### src/rtl/fp_mult_bist.sv
// fp_mult_bist -- built-in self test sequencer for a floating-point multiplier.
// Drives a fixed table of IEEE-754 corner operands under every rounding mode,
// waits out the multiplier latency and folds each result and status byte into
// a 32-bit MISR whose final value is compared against GOLDEN_SIG.
// Optional build macro FP_BIST_RANDOM_EN appends a pseudo-random phase
// (RAND_COUNT vectors per rounding mode) sourced from a Galois LFSR.
module fp_mult_bist #(
    parameter int unsigned LATENCY    = 2,
    parameter logic [31:0] GOLDEN_SIG = 32'h0000_0000,
    parameter int unsigned RAND_COUNT = 64
) (
    input  logic        clk,
    input  logic        rst,
    input  logic        start,
    input  logic        abort,
    output logic [31:0] a_o,
    output logic [31:0] b_o,
    output logic [2:0]  rnd_o,
    input  logic [31:0] z_i,
    input  logic [7:0]  status_i,
    output logic        busy,
    output logic        done,
    output logic        pass,
    output logic [10:0] vec_count,
    output logic [31:0] signature
);

    localparam logic [31:0] SIG_INIT = 32'hFFFF_FFFF;

`ifdef FP_BIST_RANDOM_EN
    localparam int unsigned RANDOM_EN = 1;
`else
    localparam int unsigned RANDOM_EN = 0;
`endif

    // Largest vector count a complete run can reach; the counter saturates there.
    localparam int unsigned VEC_MAX   = 864 + 6 * RAND_COUNT * RANDOM_EN;
    localparam logic [10:0] VEC_MAX_W = 11'(VEC_MAX);

    // WAIT lasts LATENCY cycles (LATENCY >= 1 assumed).
    localparam int unsigned         WAIT_W    = (LATENCY > 1) ? $clog2(LATENCY) : 1;
    localparam logic [WAIT_W-1:0]   WAIT_LAST = WAIT_W'(LATENCY - 1);

    typedef enum logic [2:0] {
        S_IDLE,
        S_DRIVE,
        S_WAIT,
        S_CAPTURE,
        S_DONE
    } state_t;

    // Corner operands: sNaN, qNaN, infinities, +/-1.0, smallest subnormals, zeros.
    function automatic logic [31:0] corner_val(input logic [3:0] idx);
        logic [31:0] v;
        case (idx)
            4'd0:    v = 32'h7FA0_0000;
            4'd1:    v = 32'hFFA0_0000;
            4'd2:    v = 32'h7FC0_0000;
            4'd3:    v = 32'hFFC0_0000;
            4'd4:    v = 32'h7F80_0000;
            4'd5:    v = 32'hFF80_0000;
            4'd6:    v = 32'h3F80_0000;
            4'd7:    v = 32'hBF80_0000;
            4'd8:    v = 32'h0000_0001;
            4'd9:    v = 32'h8000_0001;
            4'd10:   v = 32'h0000_0000;
            4'd11:   v = 32'h8000_0000;
            default: v = 32'h0000_0000;
        endcase
        return v;
    endfunction

    state_t            r_state;
    logic [WAIT_W-1:0] r_wait;
    logic [2:0]        r_mode;
    logic [3:0]        r_i;
    logic [3:0]        r_j;

    logic              w_j_last;
    logic              w_i_last;
    logic              w_corner_last;
    logic              w_run_last;
    logic [2:0]        w_mode_n;
    logic [3:0]        w_i_n;
    logic [3:0]        w_j_n;
    logic [31:0]       w_a_n;
    logic [31:0]       w_b_n;
    logic [2:0]        w_rnd_n;
    logic [31:0]       w_sig_next;

`ifdef FP_BIST_RANDOM_EN
    localparam logic [31:0] LFSR_POLY = 32'h8020_0003;
    localparam logic [31:0] LFSR_SEED = 32'hACE1_2468;
    localparam int unsigned RC_W      = (RAND_COUNT > 1) ? $clog2(RAND_COUNT) : 1;
    localparam logic [RC_W-1:0] RC_LAST = RC_W'(RAND_COUNT - 1);

    // Right-shifting Galois step: the bit shifted out selects the tap mask.
    function automatic logic [31:0] lfsr_step(input logic [31:0] s);
        return {1'b0, s[31:1]} ^ (s[0] ? LFSR_POLY : 32'h0000_0000);
    endfunction

    logic              r_phase;   // 0 corner phase, 1 random phase
    logic [RC_W-1:0]   r_rcnt;
    logic [31:0]       r_lfsr;
    logic              w_phase_n;
    logic [RC_W-1:0]   w_rcnt_n;
    logic [31:0]       w_lfsr_n;
`endif

    assign w_j_last      = (r_j == 4'd11);
    assign w_i_last      = (r_i == 4'd11);
    assign w_corner_last = w_j_last && w_i_last && (r_mode == 3'd5);

`ifdef FP_BIST_RANDOM_EN
    assign w_run_last = r_phase && (r_mode == 3'd5) && (r_rcnt == RC_LAST);
`else
    assign w_run_last = w_corner_last;
`endif

    assign w_sig_next = {signature[30:0],
                         signature[31] ^ signature[21] ^ signature[1] ^ signature[0]}
                        ^ z_i ^ {24'h0, status_i};

    assign pass = done && (signature == GOLDEN_SIG);

    // Next vector to present after the current capture (j innermost, mode outermost).
    always_comb begin
        // NOTE: every signal written here gets a value on every path so no latch is inferred.
        w_j_n    = w_j_last ? 4'd0 : r_j + 4'd1;
        w_i_n    = w_j_last ? (w_i_last ? 4'd0 : r_i + 4'd1) : r_i;
        w_mode_n = (w_j_last && w_i_last) ? r_mode + 3'd1 : r_mode;
        w_a_n    = corner_val(w_i_n);
        w_b_n    = corner_val(w_j_n);
        w_rnd_n  = w_mode_n;
`ifdef FP_BIST_RANDOM_EN
        w_phase_n = r_phase;
        w_rcnt_n  = r_rcnt;
        w_lfsr_n  = r_lfsr;
        if (r_phase || w_corner_last) begin
            w_phase_n = 1'b1;
            w_i_n     = r_i;
            w_j_n     = r_j;
            if (!r_phase) begin
                w_mode_n = 3'd0;
                w_rcnt_n = '0;
            end else if (r_rcnt == RC_LAST) begin
                w_mode_n = r_mode + 3'd1;
                w_rcnt_n = '0;
            end else begin
                w_mode_n = r_mode;
                w_rcnt_n = r_rcnt + 1'b1;
            end
            w_a_n    = lfsr_step(r_lfsr);
            w_b_n    = lfsr_step(w_a_n);
            w_lfsr_n = w_b_n;
            w_rnd_n  = w_mode_n;
        end
`endif
    end

    // Run sequencer: vector drive, latency wait, capture into the MISR, abort handling.
    always_ff @(posedge clk or negedge rst) begin
        // NOTE: state uses non-blocking assignments only, and every register is
        // reset so outputs are defined before the first start.
        if (!rst) begin
            r_state   <= S_IDLE;
            r_wait    <= '0;
            r_mode    <= 3'd0;
            r_i       <= 4'd0;
            r_j       <= 4'd0;
            a_o       <= 32'h0000_0000;
            b_o       <= 32'h0000_0000;
            rnd_o     <= 3'd0;
            busy      <= 1'b0;
            done      <= 1'b0;
            vec_count <= 11'd0;
            signature <= SIG_INIT;
`ifdef FP_BIST_RANDOM_EN
            r_phase   <= 1'b0;
            r_rcnt    <= '0;
            r_lfsr    <= LFSR_SEED;
`endif
        end else begin
            unique case (r_state)
                S_IDLE, S_DONE: begin
                    // abort outranks a coincident start
                    if (start && !abort) begin
                        r_state   <= S_DRIVE;
                        busy      <= 1'b1;
                        done      <= 1'b0;
                        signature <= SIG_INIT;
                        vec_count <= 11'd0;
                        r_mode    <= 3'd0;
                        r_i       <= 4'd0;
                        r_j       <= 4'd0;
                        a_o       <= corner_val(4'd0);
                        b_o       <= corner_val(4'd0);
                        rnd_o     <= 3'd0;
`ifdef FP_BIST_RANDOM_EN
                        r_phase   <= 1'b0;
                        r_rcnt    <= '0;
                        r_lfsr    <= LFSR_SEED;
`endif
                    end
                end
                S_DRIVE, S_WAIT, S_CAPTURE: begin
                    if (abort) begin
                        // signature and vec_count are left as they are for inspection
                        r_state <= S_IDLE;
                        busy    <= 1'b0;
                        done    <= 1'b0;
                    end else if (r_state == S_DRIVE) begin
                        r_state <= S_WAIT;
                        r_wait  <= '0;
                    end else if (r_state == S_WAIT) begin
                        if (r_wait == WAIT_LAST) begin
                            r_state <= S_CAPTURE;
                        end else begin
                            r_wait <= r_wait + 1'b1;
                        end
                    end else begin
                        signature <= w_sig_next;
                        if (vec_count != VEC_MAX_W) begin
                            vec_count <= vec_count + 11'd1;
                        end
                        if (w_run_last) begin
                            r_state <= S_DONE;
                            busy    <= 1'b0;
                            done    <= 1'b1;
                        end else begin
                            r_state <= S_DRIVE;
                            r_mode  <= w_mode_n;
                            r_i     <= w_i_n;
                            r_j     <= w_j_n;
                            a_o     <= w_a_n;
                            b_o     <= w_b_n;
                            rnd_o   <= w_rnd_n;
`ifdef FP_BIST_RANDOM_EN
                            r_phase <= w_phase_n;
                            r_rcnt  <= w_rcnt_n;
                            r_lfsr  <= w_lfsr_n;
`endif
                        end
                    end
                end
                default: begin
                    r_state <= S_IDLE;
                    busy    <= 1'b0;
                    done    <= 1'b0;
                end
            endcase
        end
    end

endmodule

### config.mk
export PLATFORM = sky130hd
export DESIGN_NAME = fp_mult_bist
export DESIGN_NICKNAME = d
export VERILOG_FILES = /design/src/rtl/fp_mult_bist.sv
export SDC_FILE = /design/constraint.sdc
export NUM_CORES = 1
export LEC_CHECK = 0
export ABC_AREA = 1
export CORE_MARGIN = 2
export CORE_UTILIZATION = 30
export CTS_BUF_LIST = sky130_fd_sc_hd__clkbuf_4 sky130_fd_sc_hd__clkbuf_8
export DETAILED_ROUTE_END_ITERATION = 7
export GPL_TIMING_DRIVEN = 0
export SKIP_CTS_REPAIR_TIMING = 1
export SLEW_MARGIN = 0
export SYNTH_ARGS = -nofsm -noshare
export SYNTH_HDL_FRONTEND = slang
export SYNTH_SLANG_ARGS = --single-unit
### constraint.sdc
create_clock -name clk -period 1.56 [get_ports clk]
set_clock_uncertainty 0.05 [all_clocks]
set_input_delay 0.156 -clock clk [delete_from_list [all_inputs] [get_ports clk]]
set_output_delay 0.156 -clock clk [all_outputs]
set_load 0.03 [all_outputs]
==> results.ini, run 1 <==
[sta]
slew_violations = 0
period_needed_ns = 1.72
max_freq_mhz = 581
hold_viol_final = 0
grt_setup_unrepaired = true
post-route-period-util_pct = 110
setup_viol = 41
fin_hold_ws_ns = 0.247
fin_ws_ns = -0.162

[clock_tree]
cts_num_sinks = 72
cts_buffers = 9
cts_htree_levels = 3
clock_path_buffers = 2
cts_tree = built
clkTransAtPathRegs_ns = 0.09
cts-root-buf = clkbuf_8
clkLatencyLatePin_ns = 0.37

[placed_design]
gp_congestion = 0.871
port_buffers = 116
dp_hpwl_mm = 8.46

[layout]
n_antenna_cell = 0
final_common_cell = nand2_1
drive_gt1_share_pct = 35.1
nets = 819
synthToLayoutAreaGrowth_pct = 66.3
final_cell_mix = nand2_1, dlymetal6s2s_1, buf_4, inv_1, clkdlybuf4s50_1
post-route-util_pct = 51.0

[detailed_routing]
viasPerCell = 4.51
wl_per_cell_um = 13.7
wirelength_mm = 13.1
drt-pass1-iter-count = 4
via_count = 4325
drc = 0
drt-initial-drc-count = 175
ant_nets = 0

[floorplanning]
core.rowCount = 44
start_util_pct = 30.7
io_pins = 157
die_width_um = 126
die-area_um2 = 15900
core_area_um2 = 14500
die_h_um = 126

[global_route]
grt.busiest_layer = met2
antenna_found_initial = 0
use_met3_pct = 3.61
met2_usage_pct = 22.0
grt_start_max_net_pins = 38
grt_first_pass_wirelength_mm = 17.9
grt-ovfl-total = 0
grt_usage_pct = 13.8
met1_usage_pct = 18.8
grt_pass1_vias = 3713

[critical_path]
cp.arrival_ns = 1.52
ff2ff_path_depth = 9
crit_path_start_kind = register
path_max_fanout = 3
cp-end-kind = output port
cp.required_ns = 1.35
critPathKind = reg2out

[synthesis]
synthesis.area_um2 = 4460
syn_inst = 565
avgSynthCellArea_um2 = 7.89
yosys_warnings = 0
synth.distinct_cells = 29
synth-seq-cells = 72
ys_seq_area_share_pct = 41.3

[run_status]
status = finished with violations
violations = setup timing

[power_and_ir_drop]
p_leak_uw = 0.00392
ir_worst_vdd_uv = 748
power.density_nw_per_um2 = 1630

[flow_run]
maxCapViolations = 0

[hold_path]
hp-class = in2async

cell families (layout without fill, tap and decap cells):
family | after synthesis | in the layout | synth area share (%)
flops | 72 | 72 | 41.3
simple gates | 260 | 263 | 25.8
buf+inv | 128 | 295 | 15.6
xor+xnor | 34 | 34 | 6.68
fa+ha+maj | 6 | 6 | 1.68
compound gates | 64 | 64 | 8.84
other cells | 1 | 40 | 0.0841
metal layers:
layer  share of wire, %  vias to the layer above
li1                   -                     2141
met1                 44                     2060
met2                 50                      107
met3                4.7                       17
met4                1.1                        0
met5                  0                        -
area by class of cell:
| cell class | count | area [um^2] |
|---|---|---|
| Fill cell | 1327 | 7120 |
| Multi-Input combinational cell | 407 | 2580 |
| Sequential cell | 72 | 1850 |
| Timing Repair Buffer | 151 | 1750 |
| Buffer | 65 | 546 |
| Inverter | 63 | 236 |
| Tap cell | 184 | 230 |
| Clock buffer | 9 | 124 |
| Clock inverter | 7 | 101 |
synthesized netlist by cell type:
library cell	instances	area [um^2]
nand2_1	135	507
inv_1	61	229
buf_4	54	405
nor2_1	48	180
dfrtp_1	40	1000
nand3_1	37	185
dfstp_2	32	841
xnor2_1	25	219
a22oi_1	23	173
o21ai_1	22	110
nand4_1	13	81.3
or2_2	11	68.8
buf_2	10	50.1
xor2_1	9	78.8
a31oi_1	7	43.8
ha_1	6	75.1
o21ai_0	6	30.0
nor2_4	5	56.3
nor3_1	4	20.0
a21oi_1	3	15.0
nand2_2	3	18.8
a21o_1	2	15.0
inv_2	2	7.51
nand3_2	2	20.0
and2_1	1	6.26
clkbuf_1	1	3.75
conb_1	1	3.75
nor2_2	1	6.26
o211ai_1	1	7.51
registers in the layout (all words and copies together) (netlist names), 3 cells and up:
name       flops
r_j            4
signature     32
r_state        3
vec_count     11
b_o            6
r_mode         3
r_i            4
a_o            6
report_power, final:
group | switching, uW | total, uW | internal [uW]
Clock | 804 | 1720 | 918
Sequential | 639 | 3280 | 2640
Combinational | 3970 | 7110 | 3140
critical path, cell delays in order (launching register included):
cell and delay [ns]:
dfstp_2 0.39, inv_1 0.08, nand4_1 0.09, nor2_1 0.14, nand4_1 0.13, nor2_1 0.14, buf_4 0.17
through the flow:
stage / TNS [ns] / cells / cell area [um^2] / total power, uW / worst slack, ns
5_1_grt: -6.13 / 958 / 7410 / 12900 / -0.264
2_1_floorplan: 0 / 604 / 4610 / 6900 / 0.00750
6_report: -2.41 / 958 / 7410 / 12100 / -0.162
4_1_cts: -24.64 / 921 / 6240 / 10700 / -0.709
3_3_place_gp: -156.96 / 904 / 6000 / 8890 / -2.62
3_5_place_dp: -17.59 / 905 / 6010 / 8980 / -0.349
final timing paths:
check / slack [ns] / endpoint / start
worst max-delay path: -0.16 / pass / signature[25]$_DFFE_PN1P_
worst min register to register: 0.42 / busy$_DFFE_PN0P_ / busy$_DFFE_PN0P_
min in group clk: 0.34 / signature[7]$_DFFE_PN1P_ / status_i[7]
worst min-delay path: 0.25 / r_i[0]$_DFFE_PN0P_ / rst
max in group asynchronous: 0.58 / signature[2]$_DFFE_PN1P_ / rst
worst max register to register: -0.14 / a_o[31]$_DFFE_PN0P_ / r_j[0]$_DFFE_PN0P_
Note: power is estimated with default switching activity, not from simulation.
==> run 2, diff against run 1 <==
--- a/config.mk
+++ b/config.mk
@@ -12,7 +12,7 @@
 export DETAILED_ROUTE_END_ITERATION = 7
 export GPL_TIMING_DRIVEN = 0
 export SKIP_CTS_REPAIR_TIMING = 1
-export SLEW_MARGIN = 0
+export SLEW_MARGIN = 25
 export SYNTH_ARGS = -nofsm -noshare
 export SYNTH_HDL_FRONTEND = slang
 export SYNTH_SLANG_ARGS = --single-unit
==> results of run 2 <==
Final layout, timing and power as in run 1 (identical DEF).
